===== config.mk =====
export PLATFORM = sky130hd
export DESIGN_NAME = fsm_cmd_gen
export DESIGN_NICKNAME = d
export VERILOG_FILES = /design/src/rtl/fsm_cmd_pkg.sv /design/src/rtl/sync_debounce.sv /design/src/rtl/fsm_cmd_gen.sv
export SDC_FILE = /design/constraint.sdc
export NUM_CORES = 1
export LEC_CHECK = 0
export ABC_AREA = 1
export BUFFER_PORTS_ARGS = -buffer_cell sky130_fd_sc_hd__buf_2
export CAP_MARGIN = 30
export CORE_UTILIZATION = 56
export DETAILED_ROUTE_END_ITERATION = 7
export GPL_TIMING_DRIVEN = 1
export PLACE_DENSITY = 0.85
export SETUP_SLACK_MARGIN = 0.05
export SYNTH_ARGS = -nofsm -noshare
export SYNTH_HDL_FRONTEND = slang
export SYNTH_SLANG_ARGS = --single-unit

===== constraint.sdc =====
create_clock -name clk -period 1.6 [get_ports clk]
set_input_delay 0.08 -clock clk [delete_from_list [all_inputs] [get_ports clk]]
set_output_delay 0.08 -clock clk [all_outputs]
set_load 0.02 [all_outputs]

===== src/rtl/fsm_cmd_pkg.sv =====
// Shared constants for the zot command stage.
// Optional feature macro: FSM_CMD_AUTO_START_EN.
package fsm_cmd_pkg;

  localparam logic [2:0] ZOT_IDLE = 3'b000;
  localparam logic [2:0] ZOT_S1   = 3'b101;
  localparam logic [2:0] ZOT_S2   = 3'b111;
  localparam logic [2:0] ZOT_S3   = 3'b001;

  // Bits needed to hold 0..maxv, never less than one.
  function automatic int cnt_w(input int maxv);
    int w;
    w = 1;
    for (int i = 1; i < 32; i++) begin
      if ((1 << w) < (maxv + 1)) w = w + 1;
    end
    return w;
  endfunction

endpackage


===== src/rtl/sync_debounce.sv =====
// Two-flop synchroniser followed by a counter debouncer.
// Part of fsm_cmd_gen (macro FSM_CMD_AUTO_START_EN not used here).
module sync_debounce
  import fsm_cmd_pkg::*;
#(
  parameter int DEB_CYCLES = 16
) (
  input  logic clk,
  input  logic reset_n,
  input  logic din,
  output logic dout
);

  localparam int CW = cnt_w(DEB_CYCLES - 1);
  localparam logic [CW-1:0] CMAX = CW'(DEB_CYCLES - 1);

  logic          meta_q;
  logic          sync_q;
  logic          stable_q;
  logic          stable_d;
  logic [CW-1:0] cnt_q;
  logic [CW-1:0] cnt_d;

  // Count cycles the synced input disagrees with the accepted level.
  always_comb begin
    stable_d = stable_q;
    cnt_d    = '0;
    if (sync_q != stable_q) begin
      if (cnt_q == CMAX) begin
        stable_d = sync_q;
        cnt_d    = '0;
      end else begin
        cnt_d = cnt_q + CW'(1);
      end
    end
  end

  // Synchroniser chain and debounce state.
  always_ff @(posedge clk or negedge reset_n) begin
    if (!reset_n) begin
      meta_q   <= 1'b0;
      sync_q   <= 1'b0;
      stable_q <= 1'b0;
      cnt_q    <= '0;
    end else begin
      meta_q   <= din;
      sync_q   <= meta_q;
      stable_q <= stable_d;
      cnt_q    <= cnt_d;
    end
  end

  assign dout = stable_q;

endmodule


===== src/rtl/fsm_cmd_gen.sv =====
// Command stage for the zot sequencer: start, skip3, wait3.
// Optional macro FSM_CMD_AUTO_START_EN adds periodic auto-start.
module fsm_cmd_gen
  import fsm_cmd_pkg::*;
#(
  parameter int DEB_CYCLES  = 16,
  parameter int WAIT_MAX    = 8,
  parameter int AUTO_PERIOD = 64
) (
  input  logic       clk,
  input  logic       reset_n,
  input  logic       start_btn,
  input  logic       skip_sw,
  input  logic       wait_sw,
  input  logic [2:0] zot,
  output logic       start,
  output logic       skip3,
  output logic       wait3,
  output logic       wait_timeout
);

  localparam int WW = cnt_w(WAIT_MAX);
  localparam logic [WW-1:0] WMAX = WW'(WAIT_MAX);
  localparam logic TO_EN = (WAIT_MAX != 0);

  logic          stb_start;
  logic          stb_skip;
  logic          stb_wait;
  logic          stb_prev_q;
  logic          rise;
  logic          auto_hit;
  logic          evt;
  logic          want;
  logic          issue;
  logic          idle;
  logic          s3;
  logic          pend_q;
  logic          pend_d;
  logic          start_q;
  logic [WW-1:0] wcnt_q;
  logic [WW-1:0] wcnt_d;
  logic          timeout;
  logic          fire;
  logic          fired_q;
  logic          fired_d;
  logic          wto_q;

  sync_debounce #(.DEB_CYCLES(DEB_CYCLES)) u_start (
    .clk     (clk),
    .reset_n (reset_n),
    .din     (start_btn),
    .dout    (stb_start)
  );

  sync_debounce #(.DEB_CYCLES(DEB_CYCLES)) u_skip (
    .clk     (clk),
    .reset_n (reset_n),
    .din     (skip_sw),
    .dout    (stb_skip)
  );

  sync_debounce #(.DEB_CYCLES(DEB_CYCLES)) u_wait (
    .clk     (clk),
    .reset_n (reset_n),
    .din     (wait_sw),
    .dout    (stb_wait)
  );

  assign idle = (zot == ZOT_IDLE);
  assign s3   = (zot == ZOT_S3);
  assign rise = stb_start & ~stb_prev_q;

`ifdef FSM_CMD_AUTO_START_EN
  localparam int AW = cnt_w(AUTO_PERIOD - 1);
  localparam logic [AW-1:0] AMAX = AW'(AUTO_PERIOD - 1);

  logic [AW-1:0] icnt_q;
  logic [AW-1:0] icnt_d;

  // Idle counter raises an auto-start request once per period.
  always_comb begin
    icnt_d   = '0;
    auto_hit = 1'b0;
    if (idle && !pend_q) begin
      if (icnt_q == AMAX) begin
        auto_hit = 1'b1;
      end else begin
        icnt_d = icnt_q + AW'(1);
      end
    end
  end

  // Idle counter register.
  always_ff @(posedge clk or negedge reset_n) begin
    if (!reset_n) icnt_q <= '0;
    else          icnt_q <= icnt_d;
  end
`else
  assign auto_hit = 1'b0;
`endif

  // A request issues when the sequencer is idle; a fresh
  // edge arriving while an older one issues stays pending.
  always_comb begin
    evt    = rise | auto_hit;
    want   = pend_q | evt;
    issue  = want & idle & ~start_q;
    pend_d = (pend_q & evt) | (want & ~issue);
  end

  // Dwell timer in state3, saturating at the limit.
  always_comb begin
    wcnt_d = '0;
    if (s3) begin
      if (wcnt_q != WMAX) wcnt_d = wcnt_q + WW'(1);
      else                wcnt_d = wcnt_q;
    end
    fire = TO_EN & s3 & stb_wait &
           (wcnt_d == WMAX) & ~fired_q;
    fired_d = s3 & (fired_q | fire);
  end

  // Start request, dwell timer and timeout pulse state.
  always_ff @(posedge clk or negedge reset_n) begin
    if (!reset_n) begin
      stb_prev_q <= 1'b0;
      pend_q     <= 1'b0;
      start_q    <= 1'b0;
      wcnt_q     <= '0;
      fired_q    <= 1'b0;
      wto_q      <= 1'b0;
    end else begin
      stb_prev_q <= stb_start;
      pend_q     <= pend_d;
      start_q    <= issue;
      wcnt_q     <= wcnt_d;
      fired_q    <= fired_d;
      wto_q      <= fire;
    end
  end

  assign timeout      = TO_EN & (wcnt_q == WMAX);
  assign start        = start_q;
  assign skip3        = stb_skip;
  assign wait3        = stb_wait & ~timeout;
  assign wait_timeout = wto_q;

endmodule


==> metrics.yaml <==
max_freq_ghz: 0.670
async_flop_share_pct: 100
critPathMaxStageDelay_ns: 0.42
clkSinkCount: 30
routed_wl_mm: 1.87
cp-start-kind: "register"
grt_first_pass_wirelength_mm: 3.33
drive_gt1_share_pct: 22.6
via_per_inst: 4.86
synth-seq-cells: 30
ios: 12
powerDensity_nw_per_um2: 917
cts_buffers: 5
start_util_pct: 61.5
htreeDepth: 2
grt_antenna_before_repair: 0
wire_per_inst_um: 10.8
grt_setup_unrepaired: "no"
clockBufferDepth: 2
num_vias: 841
die_h_um: 49.1
synth_common_cells: "30 x dfrtp_1, 21 x nor2_1, 18 x inv_1"
p_leak_nw: 0.755
synth.top_cell.area_share_pct: 60.4
cts_tree: "built"
worst_slew_pin_slew_ns: 0.626
synth.avg_cell_area_um2: 10.4
synth_warnings: 0
syn-num-nets: 133
timing.rr.start: "wcnt_q[0]"
synthFlopType: "dfrtp_1"
drtIter0Drc: 10
clock_latency_ns: 0.32
crit_required_ns: 1.52
die_area_um2: 2410
netlist_instances: 120
setup-violations-final: 0
gp_congestion: 0.782
cts-root-buf: "clkbuf_4"
yosysTopAreaCell: "dfrtp_1"
antennaDiodeCount: 0
clkTransAtPathRegs_ns: 0.09
synth.distinct_cells: 21
synthTopCellsByArea: "dfrtp_1 60%, nor2_1 6.3%, inv_1 5.4%, ha_1 5.0%, nand2_1 3.6%"
cp_top_family: "flip-flops"
peakVddDrop_uv: 715
fin_crit_sh_pct: 93.3
grt_overflow: 0
grtUsageTotal_pct: 19.3
cp_slowest_cell: "dfrtp_1"
synth-edff-count: 0
hp-start: "zot[0]"
outcome: "complete, no violations"
critPathKind: "register to primary output"
hold_viol_final: 0
finalInstanceArea_um2: 1470
dp_cells: 158
instances_no_fill: 173
nets: 158
timing.critical_path.from: "wcnt_q[0]"
coreArea_um2: 2020
synth_most_common_cell: "dfrtp_1"
fin_skew_ns: 0.00467
syn_to_final_growth_pct: 18.0
grt_max_degree: 31
dpl_cell_area_um2: 1330
fin_crit_ns: 1.49
drv_slew: 0
total_power_mw: 1.35
worstHoldPathType: "primary input to register"
drtPass1Iterations: 4
fp-row-count: 16
tns_ns: 0
die_x_um: 49.1
grt_pass1_vias: 850
syn_area_um2: 1240
cp_max_fo: 5
port_buffers: 11
worstPathCellList: "inv_1 -> ha_1 -> nand2_2 -> nor2_4 -> nor2_2 -> buf_4"
end_kind: "primary output"
drc: 0
ant_nets: 0
max_slew_margin_pct: 58.3
yosysSeqAreaShare_pct: 60.4
cap_violations: 0
crit_buf_inv: 2
crit_arrival_ns: 1.41
dp_hpwl_mm: 1.36
[sequential cells by signal (all words and copies together) (netlist names), 4 cells and up]
signal,cells
u_skip.cnt_q,4
u_start.cnt_q,4
u_wait.cnt_q,4
wcnt_q,4
[cell usage in the layout (no fill, tap or decap), types with 3 or more instances in the layout]
master         netlist  routed
a21oi_1              3       3
buf_2                0      10
buf_4                0       4
clkbuf_4             0       5
dfrtp_1             30      30
dlygate4sd3_1        0       4
ha_1                 5       5
inv_1               18      18
nand2_1             12      11
nand3_1              8       8
nor2_1              21      20
xnor2_1              5       5
xor2_1               3       3
[tightest hold or removal path: cells and delay by family]
| family | cells | cell delay [ns] |
|---|---|---|
| buffers and inverters | 2 | 0.14 |
| AND/OR/NAND/NOR | 2 | 0.09 |
[area by class of cell]
class                   count  area (um2)
clock buffers               7        55.1
clock inverters             1        5.00
fillers                   150         554
inverters                  19        71.3
multi-input cells          71         432
flip-flops and latches     30         751
well taps                  27        33.8
repair buffers             18         120
[cell families after synthesis]
group / after synthesis / share of synthesized area (%)
simple gates: 51 / 19.1
flops: 30 / 60.4
buf+inv: 19 / 5.73
xor+xnor: 8 / 5.63
compound gates: 5 / 2.31
fa+ha+maj: 5 / 5.03
mux: 2 / 1.81
[what timing repair did]
| action | CTS | global route |
|---|---|---|
| setup endpoints to repair | 0 | 1 |
| buffers inserted | 0 | 3 |
| hold buffers | 4 | 0 |
| endpoints found under the hold margin | 33 | 0 |
| resized for setup | 0 | 4 |
[through the flow]
step	hold WS (ns)	setup WS, ns	utilization, %
4_1_cts	0.00126	0.0644	70.9
5_1_grt	0.00709	0.0257	72.6
3_5_place_dp	0.136	0.216	65.9
2_1_floorplan	-0.216	0.313	-
3_3_place_gp	0.127	0.280	65.9
6_report	0.0136	0.107	72.6
[layer usage]
layer  part of all wire, %  GRT usage [%]  wire length (um)  vias to the layer above
met1                    40           19.0               741                      399
met5                     0              0                 0                        -
met4                   2.8           11.8                53                        0
li1                      -              -                 -                      425
met3                   2.9           5.61                54                        7
met2                    55           34.9              1020                       10
[power breakdown]
part           switching, mW  internal (mW)
clock                  0.238          0.213
combinational         0.0507         0.0402
sequential            0.0188          0.785
total                  0.307           1.04
[path summary, 6_finish.rpt]
check	end	slack, ns	depth (start not counted)
max reg2reg	fired_q	0.19	7
min	start	0.01	4
min in group asynchronous	fired_q	0.31	2
min reg2reg	u_wait.sync_q	0.36	0
max in group asynchronous	u_skip.cnt_q[0]	0.88	2
max	wait3	0.11	6
(Power assumes the default switching activity.)
